**config.mk**
```make
export PLATFORM = sky130hd
export DESIGN_NAME = rr_arbiter8
export DESIGN_NICKNAME = d
export VERILOG_FILES = /design/src/rtl/rr_arbiter8.sv
export SDC_FILE = /design/constraint.sdc
export NUM_CORES = 1
export LEC_CHECK = 0
export CAP_MARGIN = 0
export CORE_MARGIN = 5
export CORE_UTILIZATION = 55
export CTS_CLUSTER_SIZE = 40
export DETAILED_ROUTE_END_ITERATION = 10
export HOLD_SLACK_MARGIN = 0.05
export PLACE_DENSITY = 0.78
export SLEW_MARGIN = 25
export SYNTH_ARGS = -nofsm -noshare
export SYNTH_HDL_FRONTEND = slang
export SYNTH_SLANG_ARGS = --single-unit
```
**constraint.sdc**
```tcl
create_clock -name clk -period 3.7 [get_ports clk]
set_clock_uncertainty 0.05 [all_clocks]
set_input_delay 0.74 -clock clk [delete_from_list [all_inputs] [get_ports clk]]
set_output_delay 0.74 -clock clk [all_outputs]
set_load 0.01 [all_outputs]
```
**src/rtl/rr_arbiter8.sv**
```systemverilog
// Eight-way round-robin arbiter with registered one-hot grant.
// A grant is force-released after MAX_HOLD cycles if its requester keeps asking.
module rr_arbiter8 #(
    parameter int MAX_HOLD = 15
) (
    input  logic       clk,
    input  logic       rst,
    input  logic [7:0] req,
    output logic [7:0] gnt,
    output logic [2:0] gnt_idx,
    output logic       gnt_valid,
    output logic       preempt
);

    typedef enum logic [1:0] {
        IDLE    = 2'd0,
        GRANT   = 2'd1,
        RELEASE = 2'd2
    } state_t;

    localparam logic [3:0] HOLD_LIM = 4'(MAX_HOLD - 1);

    state_t     state;
    state_t     state_nx;
    logic [2:0] ptr;
    logic [2:0] ptr_nx;
    logic [2:0] pick;
    logic [2:0] scan;
    logic [3:0] hold_cnt;
    logic [3:0] hold_nx;
    logic       found;
    logic       hold_req;
    logic       at_limit;
    logic [7:0] gnt_nx;
    logic [2:0] idx_nx;
    logic       valid_nx;
    logic       preempt_nx;

    // Scan from the far end so the closest set bit to ptr wins.
    always_comb begin
        found = 1'b0;
        pick  = ptr;
        scan  = ptr;
        for (int k = 7; k >= 0; k--) begin
            scan = ptr + 3'(k);
            if (req[scan]) begin
                found = 1'b1;
                pick  = scan;
            end
        end
    end

    assign hold_req = req[gnt_idx];
    assign at_limit = (hold_cnt == HOLD_LIM);

    always_ff @(posedge clk) begin
        if (rst) begin
            state     <= IDLE;
            ptr       <= 3'd0;
            hold_cnt  <= 4'd0;
            gnt       <= 8'd0;
            gnt_idx   <= 3'd0;
            gnt_valid <= 1'b0;
            preempt   <= 1'b0;
        end else begin
            state     <= state_nx;
            ptr       <= ptr_nx;
            hold_cnt  <= hold_nx;
            gnt       <= gnt_nx;
            gnt_idx   <= idx_nx;
            gnt_valid <= valid_nx;
            preempt   <= preempt_nx;
        end
    end

    always_comb begin
        state_nx = state;
        ptr_nx   = ptr;
        hold_nx  = hold_cnt;
        unique case (state)
            GRANT: begin
                hold_nx = hold_cnt + 4'd1;
                if (!hold_req || at_limit) begin
                    state_nx = RELEASE;
                    ptr_nx   = gnt_idx + 3'd1;
                end
            end
            IDLE, RELEASE: begin
                hold_nx  = 4'd0;
                state_nx = found ? GRANT : IDLE;
            end
            default: state_nx = IDLE;
        endcase
    end

    // A dropped request takes precedence over the limit: no preempt then.
    always_comb begin
        gnt_nx     = 8'd0;
        idx_nx     = gnt_idx;
        valid_nx   = 1'b0;
        preempt_nx = 1'b0;
        unique case (state)
            GRANT: begin
                if (state_nx == GRANT) begin
                    gnt_nx   = gnt;
                    valid_nx = 1'b1;
                end else begin
                    preempt_nx = hold_req && at_limit;
                end
            end
            IDLE, RELEASE: begin
                if (found) begin
                    gnt_nx   = 8'd1 << pick;
                    idx_nx   = pick;
                    valid_nx = 1'b1;
                end
            end
            default: ;
        endcase
    end

endmodule

```
==> results.md <==
* run status: completed
* register clock-pin slew on the reported worst setup and hold paths: 0.08 ns
* proportion of layout cells with a drive suffix above 1: 23.7%
* starting utilization of the core area: 56.2%
* CTS-repair resized insts: 0
* largest incremental delay on the critical path: 0.69 ns
* die footprint: 5000 um2
* horizontal die dimension: 70.7 um
* Switching Fraction: 40.0%
* #FFs+latches synth: 22
* clock network power share: 17.9%
* data arrival time at the worst-slack endpoint: 3.46 ns
* met3 wire length: 215 um
* final count of negative-setup-slack endpoints: 0
* initial drt markers: 97
* multiplexer area fraction after synthesis: 24.5%
* data required time of the critical path: 3.81 ns
* count of unique library cells instantiated by Yosys: 66
* worst hold path type: reg -> reg
* Overflow after GRT: 0
* highest layer used for signal routing: met4
* DPL Wire Length: 3250 um
* crit path max-delay cell type: sky130_fd_sc_hd__mux4_2
* sequential fraction of the synthesis area: 21.7%
* Fmax: 298 MHz
* number of enable-type register cells in the synthesized netlist: 0
* switching component of the power: 497 uW
* category of the worst setup path capture point: flip-flop
* internal power: 745 uW
* first drt pass iteration count: 4
* Mapped Cells: 194
* clock tree from TritonCTS: built
* most used flip-flop cell after synthesis: sky130_fd_sc_hd__dfxtp_1
* xor and xnor area share after synthesis: 5.00%
* sequential share of power: 24.4%
* static leakage power: 0.790 nW
* number of port buffers: 22
* number of violations of the max-capacitance limit: 0
* worst hold margin: 0.417 ns
* post-detailed-route via-to-cell ratio: 6.26
* critical path type: reg -> reg
* total number of vias: 1622
* Slew Limit Fails: 0
* time the final worst path needs with I/O delays and setup: 3.35 ns
* sort of element at the start of the critical path: flip-flop
* placed instance count: 255
* routed length on met2: 2100 um
* mean routed wirelength per cell: 16.7 um
* FFs w/ async S/R, synth: 0%
* power density normalized to cell area: 543 nW/um2
* die extent in y: 70.7 um
* Yosys Warn Count: 0
* pin count of the biggest net entering global routing: 22
* root buffer cell: sky130_fd_sc_hd__clkbuf_8
* sum of negative setup slack: 0 ns
* dominant combinational cell family by area after synthesis: multiplexers
* Cell Chain, Critical Path: bufinv_8 -> ha_1 -> mux4_2 -> mux2i_4 -> nor4b_2 -> a31oi_4 -> inv_2 -> a311oi_4 -> a32o_1
* power consumption: 1.24 mW
* setup repair after global routing missed its margin: no
* count of non-filler cells in the finished layout: 259
* worst vdd rail ir drop: 0.351 mV
* clock latency on the worst-skew pair: 0.26 ns
* netlist area before placement: 2030 um2
* post-synthesis compound-gate area fraction: 21.9%
* synthesis-to-finish area growth: 13.0%
* final layout net count: 227
* Synthesized Nets: 209
* initial antenna violation count: 0
* total clock buffers created by CTS: 3
* number of buffers inserted for hold repair after clock tree synthesis: 0
* post-CTS setup-driven buffer insertion count: 0
* RePlAce Congestion: 0.871
* ratio of final minimum period to clock period: 90.6%
* standard-cell rows: 22
* Post-Synth Adder-Cell Area: 3.09%
* vias in the first global route: 1587
* Synth Area in Simple Gates: 15.1%
* number of sinks driven by the clock tree: 22
* number of hold violations in the final report: 0
* average cell area after synthesis: 10.4 um2
* buffer depth of the longest clock path: 2
* headroom to the max-slew limit: 62.7%
* Least-Margin Pin Slew: 0.560 ns
* first-pass GRT wire length: 7350 um
* Total Routed Length: 4320 um
* IO Pins: 23
* relative contribution of combinational cells to total power: 57.7%
* core area: 3610 um2
* most frequent cells in the layout: 22 x sky130_fd_sc_hd__dfxtp_1, 22 x sky130_fd_sc_hd__clkdlybuf4s50_1, 19 x sky130_fd_sc_hd__nor2_1
* H-Tree Level Count: 1
* Global Route Usage Sum: 17.8%
* total routed wire length on the met1 layer: 1880 um
* fraction of the core area covered by cells at the end of the flow: 63.5%
* remaining antenna violation count after routing: 0
* Remaining DRCs: 0
* number of inserted diodes: 0
* Worst Path Max Fanout: 14
cells in the mapped netlist, types with 2 or more instances:
master                     instances  area (um2)
sky130_fd_sc_hd__nor3b_1           2        15.0
sky130_fd_sc_hd__buf_6             4        45.0
sky130_fd_sc_hd__nand3_1           3        15.0
sky130_fd_sc_hd__xnor2_2           3        48.8
sky130_fd_sc_hd__mux2i_1           5        50.1
sky130_fd_sc_hd__clkbuf_1          4        15.0
sky130_fd_sc_hd__a32o_1            4        40.0
sky130_fd_sc_hd__a21oi_1          15        75.1
sky130_fd_sc_hd__o21ai_0           2        10.0
sky130_fd_sc_hd__ha_1              5        62.6
sky130_fd_sc_hd__nand2b_1          2        12.5
sky130_fd_sc_hd__mux2i_4           2        45.0
sky130_fd_sc_hd__xnor2_1           3        26.3
sky130_fd_sc_hd__inv_1            10        37.5
sky130_fd_sc_hd__a22oi_1           2        15.0
sky130_fd_sc_hd__mux2_1            2        22.5
sky130_fd_sc_hd__nor2_1           19        71.3
sky130_fd_sc_hd__o32ai_1           3        26.3
sky130_fd_sc_hd__a211oi_1          4        30.0
sky130_fd_sc_hd__mux4_1            2        52.6
sky130_fd_sc_hd__mux2_2            3        33.8
sky130_fd_sc_hd__mux2_4            3        45.0
sky130_fd_sc_hd__nor2b_1           2        12.5
sky130_fd_sc_hd__nor3_1            3        15.0
sky130_fd_sc_hd__a31oi_4           2        42.5
sky130_fd_sc_hd__xor2_1            3        26.3
sky130_fd_sc_hd__inv_2             2        7.51
sky130_fd_sc_hd__nand4b_1          2        17.5
sky130_fd_sc_hd__dfxtp_1          22         440
sky130_fd_sc_hd__mux4_2           11         248
sky130_fd_sc_hd__nand2_1          10        37.5
per-layer routing:
metal,vias to the layer above,global-route usage [%]
met1,772,23.1
met2,60,30.2
li1,778,-
met4,0,5.22
met5,-,0
met3,12,3.55
critical path: cells and delay by family (launching register included):
kind            cells  cell delay, ns
buf+inv             2            0.33
simple gates        1            0.41
mux                 2            0.97
flops               1            0.34
compound gates      3            0.51
fa+ha+maj           1            0.64
per-stage QoR:
stage               area (um2)  setup slack [ns]
CTS                       2290             0.353
global route              2290             0.186
global placement          2220             0.306
floorplan                 2030             0.600
finish                    2290             0.349
detailed placement        2220             0.183
state kept, by name, summed over array words and instances (netlist names):
register,flops
gnt,8
gnt_idx,3
gnt_valid,1
hold_cnt,4
preempt,1
ptr,3
state,2
cell type report:
cell class	instances	area [um2]
clock buffer	3	41.3
clock inverter	1	30.0
fill	289	1320
inverter	13	62.6
tap	48	60.1
multi-input combinational	147	1410
sequential	22	440
timing repair buffer	25	243
power groups by stage:
stage	combinational, mW	clock, mW	sequential (mW)
2_1_floorplan	0.578	0	0.312
3_3_place_gp	0.691	0	0.306
3_5_place_dp	0.711	0	0.308
4_1_cts	0.715	0.226	0.303
5_1_grt	0.776	0.239	0.308
6_report	0.717	0.222	0.303
kinds of logic after synthesis:
family          count (synthesis)
compound gates                 51
xor+xnor                        9
fa+ha+maj                       5
buf+inv                        25
flops                          22
mux                            28
simple gates                   54
final timing paths:
path                            cells after the start  startpoint  slack, ns     end
worst max register to register                      9      ptr[1]       0.35  gnt[5]
worst max-delay path                                9      ptr[1]       0.35  gnt[5]
worst min-delay path                                2      gnt[2]       0.42  gnt[2]
worst min register to register                      2      gnt[2]       0.42  gnt[2]
(Power assumes the default switching activity.)
